===== config.mk =====
export PLATFORM = sky130hd
export DESIGN_NAME = bira_ctrl
export DESIGN_NICKNAME = d
export VERILOG_FILES = /design/src/rtl/bira_pkg.sv /design/src/rtl/bira_fault_classifier.sv /design/src/rtl/bira_ctrl.sv
export SDC_FILE = /design/constraint.sdc
export NUM_CORES = 1
export LEC_CHECK = 0
export CORE_ASPECT_RATIO = 1.1
export CORE_MARGIN = 2
export CORE_UTILIZATION = 35
export DETAILED_ROUTE_END_ITERATION = 8
export PLACE_DENSITY = 0.61
export SKIP_LAST_GASP = 1
export SYNTH_ARGS = -nofsm -noshare
export SYNTH_HDL_FRONTEND = slang
export SYNTH_HIERARCHICAL = 1
export SYNTH_SLANG_ARGS = --single-unit

===== constraint.sdc =====
create_clock -name clk -period 5.24 [get_ports clk]
set_clock_uncertainty 0.2 [all_clocks]
set_input_delay 1.048 -clock clk [delete_from_list [all_inputs] [get_ports clk]]
set_output_delay 1.048 -clock clk [all_outputs]
set_load 0.05 [all_outputs]

===== src/rtl/bira_pkg.sv =====
// bira_pkg: shared constants, FSM states and spare-total lookup for the BIRA controller
package bira_pkg;
  localparam int PCAM_DEF = 8;
  localparam int NPCAM_DEF = 30;
  localparam int CAND_W = 12;
  typedef enum logic [1:0] {S_COLLECT, S_ANALYZE, S_DONE} state_t;
  function automatic logic [3:0] spare_total(input logic [1:0] s);
    return s == 2'b00 ? 4'd4 : s == 2'b01 ? 4'd5 : s == 2'b10 ? 4'd6 : 4'd8;
  endfunction
endpackage


===== src/rtl/bira_fault_classifier.sv =====
// bira_fault_classifier: pivot/non-pivot decision with bypass of the pending pivot write, CAM write generation and counters
module bira_fault_classifier import bira_pkg::*; #(
  parameter int PCAM = PCAM_DEF,
  parameter int NPCAM = NPCAM_DEF
) (
  input  logic            clk,
  input  logic            rst,
  input  logic            i_en,
  input  logic [9:0]      i_row,
  input  logic [9:0]      i_col,
  input  logic [1:0]      i_bank,
  input  logic [PCAM-1:0] i_pivot_match,
  input  logic [3:0]      i_spare_tot,
  output logic            o_wr_en,
  output logic            o_wr_pivot,
  output logic [4:0]      o_wr_idx,
  output logic [2:0]      o_ptr,
  output logic            o_unrep,
  output logic            o_unrep_nxt
);
  logic [3:0] r_pivot_cnt;
  logic [4:0] r_np_cnt;
  logic       r_ovf;
  logic       r_wr_en;
  logic       r_wr_pivot;
  logic [4:0] r_wr_idx;
  logic [2:0] r_ptr;
  logic [9:0] r_p_row;
  logic [9:0] r_p_col;
  logic [1:0] r_p_bank;
  logic [2:0] w_lo;
  logic [2:0] w_ptr;
  logic       w_byp;
  logic       w_match;
  logic       w_wr_piv;
  logic       w_wr_np;
  logic       w_ovf_n;
  logic [3:0] w_pc_n;
  // Classify the presented fault; the write registered last cycle is not yet visible in the CAM, so compare against it directly
  always_comb begin
    w_lo = '0;
    for (int i = PCAM - 1; i >= 0; i--) w_lo = i_pivot_match[i] ? 3'(i) : w_lo;
    w_byp = r_wr_en && r_wr_pivot && i_bank == r_p_bank && (i_row == r_p_row || i_col == r_p_col);
    w_match = w_byp || |i_pivot_match;
    w_ptr = w_byp ? r_wr_idx[2:0] : w_lo;
    w_wr_piv = i_en && !w_match && 32'(r_pivot_cnt) < PCAM;
    w_wr_np = i_en && w_match && 32'(r_np_cnt) < NPCAM;
    w_ovf_n = r_ovf || (i_en && !w_wr_piv && !w_wr_np);
    w_pc_n = r_pivot_cnt + 4'(w_wr_piv);
    o_unrep_nxt = w_ovf_n || w_pc_n > i_spare_tot;
    o_unrep = r_ovf || r_pivot_cnt > i_spare_tot;
  end
  // Register the one-cycle CAM write, counters, overflow flag and the pending pivot address for the bypass
  always_ff @(posedge clk) begin
    if (rst) begin
      r_pivot_cnt <= '0;
      r_np_cnt <= '0;
      r_ovf <= 1'b0;
      r_wr_en <= 1'b0;
      r_wr_pivot <= 1'b0;
      r_wr_idx <= '0;
      r_ptr <= '0;
      r_p_row <= '0;
      r_p_col <= '0;
      r_p_bank <= '0;
    end else begin
      r_ovf <= w_ovf_n;
      r_pivot_cnt <= w_pc_n;
      r_np_cnt <= r_np_cnt + 5'(w_wr_np);
      r_wr_en <= w_wr_piv || w_wr_np;
      r_wr_pivot <= w_wr_piv;
      r_wr_idx <= w_wr_piv ? 5'(r_pivot_cnt) : w_wr_np ? r_np_cnt : 5'd0;
      r_ptr <= w_wr_np ? w_ptr : 3'd0;
      if (w_wr_piv) begin
        r_p_row <= i_row;
        r_p_col <= i_col;
        r_p_bank <= i_bank;
      end
    end
  end
  assign o_wr_en = r_wr_en;
  assign o_wr_pivot = r_wr_pivot;
  assign o_wr_idx = r_wr_idx;
  assign o_ptr = r_ptr;
endmodule


===== src/rtl/bira_ctrl.sv =====
// bira_ctrl: BIRA sequencing FSM (collect, analyze, done) and candidate stepping; BIRA_EARLY_TERM_EN enables early termination
module bira_ctrl import bira_pkg::*; #(
  parameter int PCAM = PCAM_DEF,
  parameter int NPCAM = NPCAM_DEF
) (
  input  logic            clk,
  input  logic            rst,
  input  logic [1:0]      spare_struct,
  input  logic            fault_detect,
  input  logic            test_end,
  input  logic [9:0]      row_add_in,
  input  logic [9:0]      col_add_in,
  input  logic [1:0]      bank_in,
  input  logic [PCAM-1:0] pivot_match,
  input  logic            signal_valid,
  output logic            cam_wr_en,
  output logic            cam_wr_pivot,
  output logic [4:0]      cam_wr_idx,
  output logic [2:0]      cam_ptr,
  output logic [7:0]      DSSS,
  output logic [3:0]      RLSS,
  output logic            early_term,
  output logic            done,
  output logic            repair
);
  state_t            r_state;
  logic [CAND_W-1:0] r_cand;
  logic              r_done;
  logic              r_repair;
  logic              w_en;
  logic              w_unrep;
  logic              w_unrep_nxt;
  assign w_en = fault_detect && r_state == S_COLLECT && !w_unrep;
  bira_fault_classifier #(.PCAM(PCAM), .NPCAM(NPCAM)) u_cls (
    .clk(clk),
    .rst(rst),
    .i_en(w_en),
    .i_row(row_add_in),
    .i_col(col_add_in),
    .i_bank(bank_in),
    .i_pivot_match(pivot_match),
    .i_spare_tot(spare_total(spare_struct)),
    .o_wr_en(cam_wr_en),
    .o_wr_pivot(cam_wr_pivot),
    .o_wr_idx(cam_wr_idx),
    .o_ptr(cam_ptr),
    .o_unrep(w_unrep),
    .o_unrep_nxt(w_unrep_nxt)
  );
`ifdef BIRA_EARLY_TERM_EN
  logic r_early;
  assign early_term = r_early;
`else
  assign early_term = 1'b0;
`endif
  // Controller FSM: collect faults, then step candidates until one is valid or the space is exhausted
  always_ff @(posedge clk) begin
    if (rst) begin
      r_state <= S_COLLECT;
      r_cand <= '0;
      r_done <= 1'b0;
      r_repair <= 1'b0;
`ifdef BIRA_EARLY_TERM_EN
      r_early <= 1'b0;
`endif
    end else if (r_state == S_COLLECT) begin
`ifdef BIRA_EARLY_TERM_EN
      if (w_unrep_nxt) begin
        r_early <= 1'b1;
        r_state <= S_DONE;
        r_done <= 1'b1;
      end else if (test_end) begin
        r_state <= S_ANALYZE;
        r_cand <= '0;
      end
`else
      if (test_end) begin
        r_state <= w_unrep_nxt ? S_DONE : S_ANALYZE;
        r_done <= w_unrep_nxt;
        r_cand <= '0;
      end
`endif
    end else if (r_state == S_ANALYZE) begin
      if (signal_valid) begin
        r_state <= S_DONE;
        r_done <= 1'b1;
        r_repair <= 1'b1;
      end else if (&r_cand) begin
        r_state <= S_DONE;
        r_done <= 1'b1;
      end else r_cand <= r_cand + 12'd1;
    end
  end
  assign DSSS = r_cand[7:0];
  assign RLSS = r_cand[11:8];
  assign done = r_done;
  assign repair = r_repair;
endmodule


==> metrics.md <==
| Metric | Value |
|---|---|
| EDFF count, synth | `0` |
| Die H | `105 um` |
| Largest net degree at the start of global routing | `79` |
| Root Driver | `clkbuf_8` |
| Final Hold Viols | `0` |
| Largest area contributor in the netlist | `dfxtp_1` |
| Ys Warns | `6` |
| Static Leak | `1.69 nW` |
| CP max stage cell | `clkdlybuf4s50_1` |
| Worst Path Buf+Inv | `4` |
| Clock power frac | `35.5%` |
| Max-slew headroom | `25.5%` |
| Mux contribution to synthesized area | `8.43%` |
| Crit share post-route | `93.6%` |
| Seq/Total Area, Yosys | `35.3%` |
| Mapped cell area | `3240 um^2` |
| PnR Total Power | `0.000981 W` |
| Most common cell after layout, fill and taps aside | `clkdlybuf4s50_1` |
| WHS Path Cells | `2` |
| Layout net count | `463` |
| Worst path max stage delay | `0.46 ns` |
| Yosys top cell area share | `35.3%` |
| Worst Hold Class | `reg -> reg` |
| Max-slew violation count | `0` |
| Worst Path Required | `5.30 ns` |
| Starting Density | `36.3%` |
| Die W | `95.7 um` |
| CTS max path bufs | `2` |
| Flop pwr share | `46.3%` |
| Clock buffer count from CTS | `9` |
| Worst-margin pin slew | `1.12 ns` |
| Area added between synthesis and finish | `26.1%` |
| Post-Synth Simple-Gate Area | `28.5%` |
| Antenna Nets Post-Route | `0` |
| DR vias | `2645` |
| Setup Crit Path Kind | `in -> reg` |
| Post-synthesis cell type count | `53` |
| Most frequent cells in the layout | `clkdlybuf4s50_1, dfxtp_1, nand2b_1` |
| Sw frac | `29.5%` |
| FF-to-FF path depth | `22` |
| Delay-heaviest family, CP | `simple AND/OR/NAND/NOR gates` |
| Worst VDD drop | `133 uV` |
| R2R Path Start | `u_cls/r_pivot_cnt[1]` |
| WP data arrival | `4.96 ns` |
| FP Rows | `36` |
| CP most frequent cell | `ha_1` |
| Post-Synth XOR/XNOR Area | `7.31%` |
| Drt first pass iters | `4` |
| Mean cell area of the mapped netlist | `9.12 um^2` |
| Ratio of cells with drive above 1 in the final layout | `8.61%` |
| Setup crit start kind | `input pin` |
| Final number of setup-violating endpoints | `0` |
| Max Cap Violations | `0` |
| Detailed Place HPWL | `4890 um` |
| R2R Path End | `r_state[0]` |
| Global-route wire length before repair | `11500 um` |
| Power density over the cells | `240 nW/um^2` |
| Port buffer count | `60` |
| I/O Pins | `62` |
| Mapped Cells | `355` |
| Initial antenna violation count | `0` |
| Grt ovf | `0` |
| DRC Markers | `0` |
| Worst-Skew Late Latency | `0.33 ns` |
| FF+latch count, synth | `57` |
| Reg clk slew, reported paths | `0.07 ns` |
| Most common flop cell mapped by yosys | `dfxtp_1` |
| Hold path startpoint | `u_cls/o_wr_idx[1]` |
| Reg-to-reg setup timing slack | `1.34 ns` |
| Post-Syn Nets | `405` |
| Routed len/inst | `13.2 um` |
| Core Region | `8920 um^2` |
| Largest family of logic cells by synthesized area | `simple AND/OR/NAND/NOR gates` |
| Post-Synth Adder-Cell Area | `5.03%` |
| Hold EP | `u_cls/o_ptr[1]` |
| Vias in the first global route | `2502` |
| CP Capture Type | `flip-flop` |
| CTS hold repair buffers | `0` |
| Final core utilization | `45.7%` |
| Post-Route WL | `7010 um` |
| Via-per-instance ratio | `4.97` |
| GRT Overall Usage | `14.4%` |
| Internal power | `0.000691 W` |
| RSZ-0062 raised after global routing | `no` |
| CTS tree | `built` |
| Clock sinks | `57` |
| # H-tree levels | `3` |
| Logic pwr share | `18.2%` |
| Starting DRT DRC Count | `79` |
| Status | `finished, final reports clean` |
| Ranking of synthesized cells by area | `dfxtp_1, nand2b_1, mux2i_1` |
| Die ar. | `10000 um^2` |
| Psw | `0.000289 W` |
| Final GP Congestion | `0.839` |
| WHS | `0.273 ns` |
| Worst Path Max Fanout | `2` |
| Maximum clock rate | `204 MHz` |
| Minimum clock period | `4.91 ns` |
| Asr flop ratio synth | `0%` |
| Synth Area in Compound Gates | `10.6%` |
| Diode count | `0` |
[Yosys cell counts, drive strengths merged, types with 2 or more instances]
| cell type | n |
|---|---|
| a21oi | 12 |
| a311oi | 6 |
| a31oi | 7 |
| a41o | 2 |
| and2 | 2 |
| and3 | 3 |
| and4 | 4 |
| buf | 6 |
| clkbuf | 10 |
| dfxtp | 57 |
| ha | 13 |
| inv | 15 |
| mux2 | 2 |
| mux2i | 25 |
| nand2 | 15 |
| nand2b | 51 |
| nand3 | 18 |
| nand4 | 7 |
| nor2 | 20 |
| nor2b | 9 |
| nor3 | 7 |
| nor3b | 3 |
| nor4 | 6 |
| o21ai | 7 |
| o31a | 2 |
| o31ai | 4 |
| or2 | 2 |
| or3 | 2 |
| or4 | 2 |
| xnor2 | 2 |
| xor2 | 25 |
[area by class of cell]
cell class | instances | area [um^2]
Fill cell | 856 | 4840
Multi-Input combinational cell | 267 | 1960
Sequential cell | 57 | 1140
Timing Repair Buffer | 63 | 618
Tap cell | 114 | 143
Clock buffer | 10 | 128
Inverter | 15 | 56.3
Clock inverter | 6 | 35.0
[worst register-to-register path: stages (launching register included)]
cell,delay (ns)
dfxtp_1,0.39
ha_1,0.26
nor2b_1,0.14
o21ai_1,0.11
nand2b_1,0.06
a21oi_1,0.13
o21ai_0,0.11
nor3b_2,0.20
inv_1,0.08
or3_4,0.37
inv_2,0.05
ha_1,0.15
ha_1,0.25
ha_1,0.29
nor2b_1,0.13
o21ai_1,0.11
nand2b_1,0.06
a21oi_1,0.14
a41o_1,0.11
nand3_1,0.11
nor3b_2,0.19
nor2_1,0.05
nor3_1,0.11
[power by group through the flow]
stage / clock network [W] / logic, W / registers [W]
after floorplan: 0 / 0.0000930 / 0.000479
after global placement: 0 / 0.000173 / 0.000464
after detailed placement: 0 / 0.000175 / 0.000464
after CTS: 0.000360 / 0.000176 / 0.000454
after global routing: 0.000382 / 0.000194 / 0.000456
final: 0.000348 / 0.000178 / 0.000454
[how the worst max path moves through the flow]
stage,start,endpoint,slack (ns),cells past startpoint
after global routing,spare_struct[1],r_state[0],0.02,25
after global placement,spare_struct[1],r_state[0],-0.02,25
after CTS,spare_struct[1],r_state[0],0.20,25
final,spare_struct[1],r_state[0],0.33,25
after detailed placement,spare_struct[1],r_state[0],-0.14,25
after floorplan,spare_struct[1],r_state[0],0.22,26
[metal layers]
layer,wire [um],track usage [%]
met4,119,6.43
met2,3180,22.3
met3,277,2.74
met5,0,0
met1,3430,19.2
[flip-flops by register name, summed over array words and instances, names as in the netlist, 2 cells and up]
name	cells
u_cls/o_ptr	3
u_cls/r_p_bank	2
r_cand	12
u_cls/o_wr_idx	5
u_cls/r_p_row	10
u_cls/r_p_col	10
u_cls/r_pivot_cnt	4
r_state	2
u_cls/r_np_cnt	5
[what timing repair did]
action | in CTS | in global routing
hold endpoints to repair | 0 | 0
setup buffers | 0 | 0
gates resized for setup | 0 | 6
setup endpoints to repair | 0 | 2
[per-stage QoR]
| stage | cells | worst slack [ns] | TNS [ns] | cell area [um^2] |
|---|---|---|---|---|
| finish | 532 | 0.335 | 0 | 4080 |
| global route | 532 | 0.0211 | 0 | 4080 |
| CTS | 532 | 0.195 | 0 | 4060 |
| detailed placement | 516 | -0.136 | -0.255 | 3900 |
| global placement | 516 | -0.0214 | -0.0320 | 3900 |
| floorplan | 355 | 0.219 | 0 | 3240 |
[logic make-up after synthesis]
| kind of cell | after synthesis |
|---|---|
| xor+xnor | 27 |
| fa+ha+maj | 13 |
| compound gates | 45 |
| buf+inv | 31 |
| simple gates | 154 |
| mux | 27 |
| other cells | 1 |
| flops | 57 |
(Power assumes the default switching activity.)
